### src/rtl/pipe_credit_sink_if.sv
// Handshake bundle for pipe_credit_sink: launch request/grant, pipeline arrival
// port and the valid/ready output toward the consumer.
interface pipe_credit_sink_if #(
    parameter int WIDTH = 16
);
    logic             issue_req;
    logic             issue_grant;
    logic             pipe_valid_in;
    logic [WIDTH-1:0] pipe_data_in;
    logic             m_valid;
    logic [WIDTH-1:0] m_data;
    logic             m_ready;

    // master: the credit sink itself, which masters the m_* output stream
    modport master (
        input  issue_req,
        output issue_grant,
        input  pipe_valid_in,
        input  pipe_data_in,
        output m_valid,
        output m_data,
        input  m_ready
    );

    // slave: the surrounding producer pipeline and the consumer
    modport slave (
        output issue_req,
        input  issue_grant,
        output pipe_valid_in,
        output pipe_data_in,
        input  m_valid,
        input  m_data,
        output m_ready
    );
endinterface

### src/rtl/pipe_credit_sink.sv
// Receiving end of a fixed-latency, non-stallable pipeline: grants launches
// against a credit pool and buffers arrivals in a FIFO with valid/ready output.
module pipe_credit_sink #(
    parameter int WIDTH = 16,
    parameter int DEPTH = 8
) (
    input  logic                       clk,
    input  logic                       rst,
    pipe_credit_sink_if.master         bus,
    output logic [$clog2(DEPTH+1)-1:0] credits,
    output logic [$clog2(DEPTH+1)-1:0] count,
    output logic                       overflow
);
    localparam int CW = $clog2(DEPTH+1);
    localparam int AW = $clog2(DEPTH);

    logic [CW-1:0]    r_credits;
    logic [CW-1:0]    r_count;
    logic [AW-1:0]    r_wr_ptr;
    logic [AW-1:0]    r_rd_ptr;
    logic             r_overflow;
    logic [WIDTH-1:0] r_mem [DEPTH];

    logic             w_grant;
    logic             w_pop;
    logic             w_full;
    logic             w_push_acc;
    logic             w_drop;

    // Up/down counter step; both or neither event leaves the value unchanged.
    function automatic logic [CW-1:0] f_updown(input logic [CW-1:0] v,
                                               input logic          dec,
                                               input logic          inc);
        logic [CW-1:0] n;
        n = v;
        case ({dec, inc})
            2'b10:   n = v - CW'(1);
            2'b01:   n = v + CW'(1);
            default: n = v;
        endcase
        return n;
    endfunction

    assign w_grant    = bus.issue_req && (r_credits != '0);
    assign w_pop      = (r_count != '0) && bus.m_ready;
    assign w_full     = (r_count == CW'(DEPTH));
    // A full FIFO still accepts when the head leaves in the same cycle.
    assign w_push_acc = bus.pipe_valid_in && (!w_full || w_pop);
    assign w_drop     = bus.pipe_valid_in && w_full && !w_pop;

    assign bus.issue_grant = w_grant;
    assign bus.m_valid     = (r_count != '0);
    assign bus.m_data      = r_mem[r_rd_ptr];
    assign credits         = r_credits;
    assign count           = r_count;
    assign overflow        = r_overflow;

    always_ff @(posedge clk) begin
        if (rst) begin
            r_credits  <= CW'(DEPTH);
            r_count    <= '0;
            r_wr_ptr   <= '0;
            r_rd_ptr   <= '0;
            r_overflow <= 1'b0;
        end else begin
            r_credits <= f_updown(r_credits, w_grant, w_pop);
            r_count   <= f_updown(r_count, w_pop, w_push_acc);
            if (w_push_acc) begin
                r_wr_ptr <= r_wr_ptr + AW'(1);
            end
            if (w_pop) begin
                r_rd_ptr <= r_rd_ptr + AW'(1);
            end
            if (w_drop) begin
                r_overflow <= 1'b1;
            end
        end
    end

    // Storage carries data only and is never reset; pointers define validity.
    always_ff @(posedge clk) begin
        if (w_push_acc) begin
            r_mem[r_wr_ptr] <= bus.pipe_data_in;
        end
    end
endmodule

### src/flat_wrapper.sv
// flat-port wrapper written by rule: the top's interface ports become plain ports
module pipe_credit_sink_flat 
#(
    parameter int WIDTH = 16,
    parameter int DEPTH = 8
)
  (clk, rst, credits, count, overflow, bus_issue_req, bus_issue_grant, bus_pipe_valid_in, bus_pipe_data_in, bus_m_valid, bus_m_data, bus_m_ready);
  pipe_credit_sink_if #(.WIDTH(WIDTH)) bus_i ();
  input  logic clk;
  input  logic rst;
  output logic [$clog2(DEPTH+1)-1:0] credits;
  output logic [$clog2(DEPTH+1)-1:0] count;
  output logic overflow;
  input wire logic [$bits(bus_i.issue_req)-1:0] bus_issue_req;
  output wire logic [$bits(bus_i.issue_grant)-1:0] bus_issue_grant;
  input wire logic [$bits(bus_i.pipe_valid_in)-1:0] bus_pipe_valid_in;
  input wire logic [$bits(bus_i.pipe_data_in)-1:0] bus_pipe_data_in;
  output wire logic [$bits(bus_i.m_valid)-1:0] bus_m_valid;
  output wire logic [$bits(bus_i.m_data)-1:0] bus_m_data;
  input wire logic [$bits(bus_i.m_ready)-1:0] bus_m_ready;
  assign bus_i.issue_req = bus_issue_req;
  assign bus_issue_grant = bus_i.issue_grant;
  assign bus_i.pipe_valid_in = bus_pipe_valid_in;
  assign bus_i.pipe_data_in = bus_pipe_data_in;
  assign bus_m_valid = bus_i.m_valid;
  assign bus_m_data = bus_i.m_data;
  assign bus_i.m_ready = bus_m_ready;
  pipe_credit_sink #(.WIDTH(WIDTH), .DEPTH(DEPTH)) u_core (.clk(clk), .rst(rst), .bus(bus_i), .credits(credits), .count(count), .overflow(overflow));
endmodule
### config.mk
export PLATFORM = sky130hd
export DESIGN_NAME = pipe_credit_sink_flat
export DESIGN_NICKNAME = d
export VERILOG_FILES = /design/src/rtl/pipe_credit_sink_if.sv /design/src/rtl/pipe_credit_sink.sv /design/src/flat_wrapper.sv
export SDC_FILE = /design/constraint.sdc
export NUM_CORES = 1
export LEC_CHECK = 0
export BUFFER_PORTS_ARGS = -buffer_cell sky130_fd_sc_hd__buf_2
export CAP_MARGIN = 20
export CORE_MARGIN = 2
export CORE_UTILIZATION = 48
export CTS_BUF_LIST = sky130_fd_sc_hd__clkbuf_4 sky130_fd_sc_hd__clkbuf_8
export DETAILED_ROUTE_END_ITERATION = 10
export GPL_TIMING_DRIVEN = 0
export PLACE_DENSITY = 0.71
export SLEW_MARGIN = 20
export SYNTH_ARGS = -nofsm -noshare
export SYNTH_HDL_FRONTEND = slang
export SYNTH_SLANG_ARGS = --single-unit
### constraint.sdc
create_clock -name clk -period 2.7 [get_ports clk]
set_input_delay 0.54 -clock clk [delete_from_list [all_inputs] [get_ports clk]]
set_output_delay 0.54 -clock clk [all_outputs]
set_load 0.1 [all_outputs]
After elaboration in Yosys (flattened, before gate mapping)

Memories as Yosys holds them, arrays and structs flattened. A register that Yosys moved wholly into a read port is not among the register bits.
Index checks and enable logic that the tools add are counted.

Bits in registers: 15
Bits in latches: 0
RAM bits: 128
ROM bits: 0
Input bits: 21
Output and inout port bits: 27
Logic and storage cells: 35
Memories: 1

Add/subtract/negate cells: 6
$mul: 0
Div/mod/pow operators: 0
Magnitude comparators: 0
Eq/ne operators: 5
Shift operators: 0
Mux-type cells: 6
Bitwise gates (word level): 0
Reduce and logical (&&, ||, !) cells: 12

Memory list:

| memory       | words | width | read ports | clocked after Yosys merged registers in | write ports | line                   | source |
|---|---|---|---|---|---|---|---|
| u_core.r_mem | 8     | 16    | 1          | 1                                       | 1           | pipe_credit_sink.sv:22 | `logic [WIDTH-1:0] r_mem [DEPTH];` |

Operators with widths:

| kind                                                               | count |
|---|---|
| 4-bit case mux with 2 select lines                                 | 2 |
| 4-bit by 1-bit adder with 4-bit output, second input constant      | 2 |
| 4-bit nonzero test                                                 | 2 |
| 4-bit by 1-bit subtractor with 4-bit output, second input constant | 2 |
| 3-bit by 1-bit adder with 3-bit output, second input constant      | 2 |
| 3-bit two-way mux                                                  | 2 |
| 1-bit logical AND                                                  | 5 |
| 2-bit by 1-bit == test with 1-bit output, second input constant    | 2 |
| 2-bit == test, second input constant                               | 2 |
| 4-bit == test, second input constant                               | 1 |
| 2-bit nonzero test                                                 | 2 |
| 1-bit logical NOT                                                  | 2 |
| 1-bit two-way mux                                                  | 2 |
| 1-bit logical OR                                                   | 1 |

Logic depth before layout (Yosys ltp)

Depth after elaboration: 6
Mapped depth: 10
Depth with buffers taken out: 10

Least setup slack after synthesis

No wires, ideal clock.

Path kind: reg-to-reg
Start point: register u_core.r_count[1] (netlist: u_core.count[1])
End point: memory u_core.r_mem[0][0], enable pin
Arrival: 3.002 ns
Required time: 2.270 ns
Slack: -0.732 ns
Cell stages (with the launch flop): 4
Path buffers: 0
Clock period less this slack: 3.432 ns
Path through: dfxtp_1 or3_1 o21ai_2 nor4_1

Word-level cells in the longest chain between the ends: 6
Elaborated cells between the ends (all ways): 8
Those cells by class: 1 x eq/ne; 2 x mux; 5 x reduce/logical

Ends and longest elaborated chain:

| what                                                          | line                                           | source |
|---|---|---|
| start: declaration                                            | pipe_credit_sink.sv:18                         | `logic [CW-1:0] r_count;` |
| start signal: assignment                                      | pipe_credit_sink.sv:67                         | `r_count <= f_updown(r_count, w_pop, w_push_acc);` |
| 4-bit == test / 4-bit nonzero test (equally long branches)    | pipe_credit_sink.sv:46, pipe_credit_sink.sv:45 |  |
| 1-bit logical NOT / 1-bit logical AND (equally long branches) | pipe_credit_sink.sv:48, pipe_credit_sink.sv:45 |  |
| 1-bit logical OR *                                            | pipe_credit_sink.sv:48                         | `assign w_push_acc = bus.pipe_valid_in && (!w_full \|\| w_pop);` |
| 1-bit logical AND *                                           | pipe_credit_sink.sv:48                         |  |
| 1-bit two-way mux *                                           | pipe_credit_sink.sv:82                         | `if (w_push_acc) begin` |
| 1-bit two-way mux (not written as such) *                     | pipe_credit_sink.sv:83                         | `r_mem[r_wr_ptr] <= bus.pipe_data_in;` |
| end: declaration                                              | pipe_credit_sink.sv:22                         |  |

Every way passes the cells marked *; elsewhere a longest branch is shown, timed or not.

==> results list <==
- Global routing used 21.64% of the available met1 tracks.
- After synthesis, the netlist uses 32 different library cells.
* Total chip power: 7.985 mW
* Area contributors post-synth: edfxtp_1 66%, mux4_1 13%, dfxtp_1 6.2%
- Between clock sinks in the finished design, the worst skew comes to 0.01277 ns.
* CTS root buffer: clkbuf_8
* Worst Setup Path Type: reg2out
- The first global-routing pass estimated 15830 um of wire.
- The flow ran to the end, and the final reports show no timing, DRC or antenna violations.
- The synthesized design contains 146 register bits.
- Clock Tree Buf Depth: 2
* CP arrival: 2.12 ns
* Overall routing resource usage: 16.68%
- Starting DRT DRC Count: 220
- For this design the top-level I/O count stands at 48.
* Crit path capture: bus_m_data[2]
- The later pin in the worst-skew pair is clocked with a latency of 0.43 ns.
* Share of the clock period used by the worst path after layout: 98.34%
- In the routed design, unresolved DRC markers number 0.
- In this run the most used layer during global routing was met2.
- Clock net sink count: 146
- Worst-path cell with the longest stage delay: mux4_1
* Setup violations, final: 0
* Source of the worst register-to-register timing path: u_core.count[1]
- The die is 114.4 um tall.
- From left edge to right edge, the die measures 114.4 um.
- R2r setup slk: 0.10 ns
* H-Tree Depth: 4
- Synthesis produced 291 cells.
- The number of clock buffers added by TritonCTS is 17.
- At the pin with the least slew margin, the transition time is 0.7481 ns.
* Final ANT Viol Nets: 0
- Most used cell, CP: buf_12
- The biggest area contributor in the post-synthesis netlist is edfxtp_1.
* Maximum resistive drop on vdd: 0.6955 mV
- Buffering stage count on the worst path with inverters included: 3
- Most common cell after layout, fill and taps aside: edfxtp_1
- Data on the critical path is required at its endpoint by 2.16 ns.
- F_max: 376.6 MHz
- In the synthesized netlist the dominant register cell turns out to be edfxtp_1.
- In this run the standard cell core region covers 0.01196 mm^2.
- Syn Area/Cell: 20.10 um^2
- The largest single stage delay on the critical path is 0.54 ns.
- The signal on the critical path passes through buf_12, clkbuf_16, mux4_1, mux2_4, buf_12.
- The worst pin sits at a relative slew slack of 49.75%.
* Number of max-capacitance violations reported: 0
- RR Endpoint: u_core.count[3]
- Number of cells traversed by the worst register-to-register path: 10
- Critical Path End Type: output pin
* Routed WL: 10890 um
- Max Fanout on Critical Path: 8
- Seq/Total Area, Yosys: 71.87%
- Share of the synthesized area in the top cell type: 65.71%
- Counting tap cells, the placed design contains a total of 495 instances.
- Post-detailed-route wirelength per cell: 20.47 um
- The worst setup path is launched from a flop.
* Hold violation count in the final report: 0
- Number of search-and-repair iterations in the first detailed-routing pass: 4
- Overall die area: 0.01309 mm^2
- Summed over all layers, the global routing overflow is 0.
- In this run the power density over the cells is 1109 mW/mm^2.
* Standard-cell rows: 40
* Global-route track usage on met2: 27.50%
- The critical path crosses 5 cells after its start point.
* Area Growth Syn to Fin: 23.14%
- Once layout is complete, the cells apart from fillers number 532.
- RD Place Congestion: 0.7155
- Setup repair after global routing missed its margin: yes
- The path class of the tightest hold or removal check is in2reg.
- The initial utilization of the core area, before any placement, comes to 48.90%.
- Maximum number of pins on one net before global-route repair: 17
* Number of vias per cell after detailed routing: 5.508
- The final layout contains 403 nets.
- The Yosys step of the flow raised 0 warnings.
* Number of max-slew violations in the final report: 0
- Antenna Cells: 0
- In this run the static leakage power is 2.518 nW.
* Fraction of registers with async set/reset: 0%
- # port buffers: 46
* Final critical path time including I/O delays and setup: 2.655 ns
- The number of global-route vias before repair was 2971.
* Synthesized area: 0.005849 mm^2
* EDFF count, synth: 128
* Top library cells by usage in the layout, fill and taps aside: 128 x edfxtp_1, 32 x buf_2, 20 x nor2_1
* Antenna violations before repair: 0
* Post-DP HPWL: 6878 um
* TritonCTS clock tree: built
- Layout cell share with drive strength beyond 1: 39.74%
* Global Route met3 Usage: 4.659%
* Crit-path leading delay family: multiplexers
* Total via count after detailed routing: 2930
* Net Count, Synth: 322
* Clock transition at path regs: 0.09 ns
-- flip-flops by register name, summed over array words and instances, names as in the netlist, named ones only --
register	flops
u_core.credits	4
u_core.overflow	1
u_core.r_rd_ptr	3
u_core.r_wr_ptr	3
u_core.r_mem	128
u_core.count	4
-- worst reg2reg max path, stage by stage, from the launching register on --
cell      delay [ns]
dfxtp_4         0.37
or3_4           0.42
o21ai_4         0.16
inv_2           0.08
ha_1            0.21
inv_1           0.13
ha_1            0.30
a21oi_2         0.20
a211oi_1        0.10
a31oi_1         0.18
mux2_2          0.35
-- worst min-delay path by stage --
stage / start / end / slack, ns / cells after the start
after global placement: u_core.overflow / u_core.overflow / 0.45 / 2
after CTS: bus_pipe_data_in[3] / u_core.r_mem[2][3] / 0.35 / 1
after floorplan: u_core.r_rd_ptr[2] / flop / 0.48 / 2
after detailed placement: u_core.overflow / u_core.overflow / 0.47 / 2
after global routing: bus_pipe_data_in[3] / u_core.r_mem[0][3] / 0.37 / 1
final: bus_pipe_data_in[3] / u_core.r_mem[2][3] / 0.37 / 1
-- through the flow --
stage	util (%)	setup slack [ns]	setup TNS, ns	area, um^2	hold WS [ns]
6_report	60.22	0.04487	0	7203	0.3685
5_1_grt	60.22	-0.02068	-0.04393	7203	0.3684
4_1_cts	58.27	-0.03417	-0.1598	6970	0.3537
3_5_place_dp	53.94	-0.1036	-0.1036	6452	0.4737
3_3_place_gp	52.63	-0.8344	-52.51	6295	0.4479
2_1_floorplan	-	0.01727	0	5881	0.4847
-- where the power goes --
group	leakage [nW]	switching, mW	internal (mW)
sequential	1.31	0.112	2.62
combinational	1.01	2.12	1.39
clock	0.199	0.881	0.852
-- synth_stat cells (2+ instances only) --
library cell / n
ha_1: 8
buf_6: 4
nor2_1: 23
xor2_1: 4
xnor2_1: 4
nor3_1: 4
dfxtp_1: 18
mux4_2: 4
nor2b_1: 2
mux2i_1: 4
nand2b_1: 3
edfxtp_1: 128
a31oi_1: 2
fa_1: 2
nand3_1: 2
inv_1: 4
a211oi_1: 2
nand2_1: 5
clkbuf_1: 6
mux4_1: 28
mux2_2: 17
buf_1: 2
a21oi_1: 6
-- cell type report --
| cell class | instances | area (um^2) |
|---|---|---|
| Buffer | 13 | 120.1 |
| Clock buffer | 17 | 234.0 |
| Clock inverter | 15 | 171.4 |
| Fill cell | 872 | 4758 |
| Inverter | 5 | 18.77 |
| Multi-Input combinational cell | 127 | 1608 |
| Sequential cell | 146 | 4218 |
| Tap cell | 147 | 183.9 |
| Timing Repair Buffer | 62 | 649.4 |
-- kinds of logic after synthesis --
logic type | after synthesis | synth area share [%]
AO/OA/AOI/OAI | 14 | 1.604
flip-flops | 146 | 71.87
AND/OR/NAND/NOR | 42 | 3.166
XOR/XNOR | 8 | 1.198
buffers and inverters | 18 | 1.690
multiplexers | 53 | 18.07
adder cells (fa/ha/maj) | 10 | 2.396
-- repair_timing --
| item | in CTS | in global routing |
|---|---|---|
| endpoints found under the hold margin | 0 | 0 |
| gates cloned | 0 | 3 |
| pin swaps | 1 | 0 |
| setup endpoints to repair | 17 | 17 |
| gates resized for setup | 36 | 59 |
| hold buffers | 0 | 0 |
| setup buffers | 1 | 1 |
-- per-layer routing --
layer / routed length [um] / share of wire [%]
met1: 4879 / 45
met2: 5607 / 51
met3: 311 / 2.9
met4: 90 / 0.83
met5: 0 / 0
(Power assumes the default switching activity.)
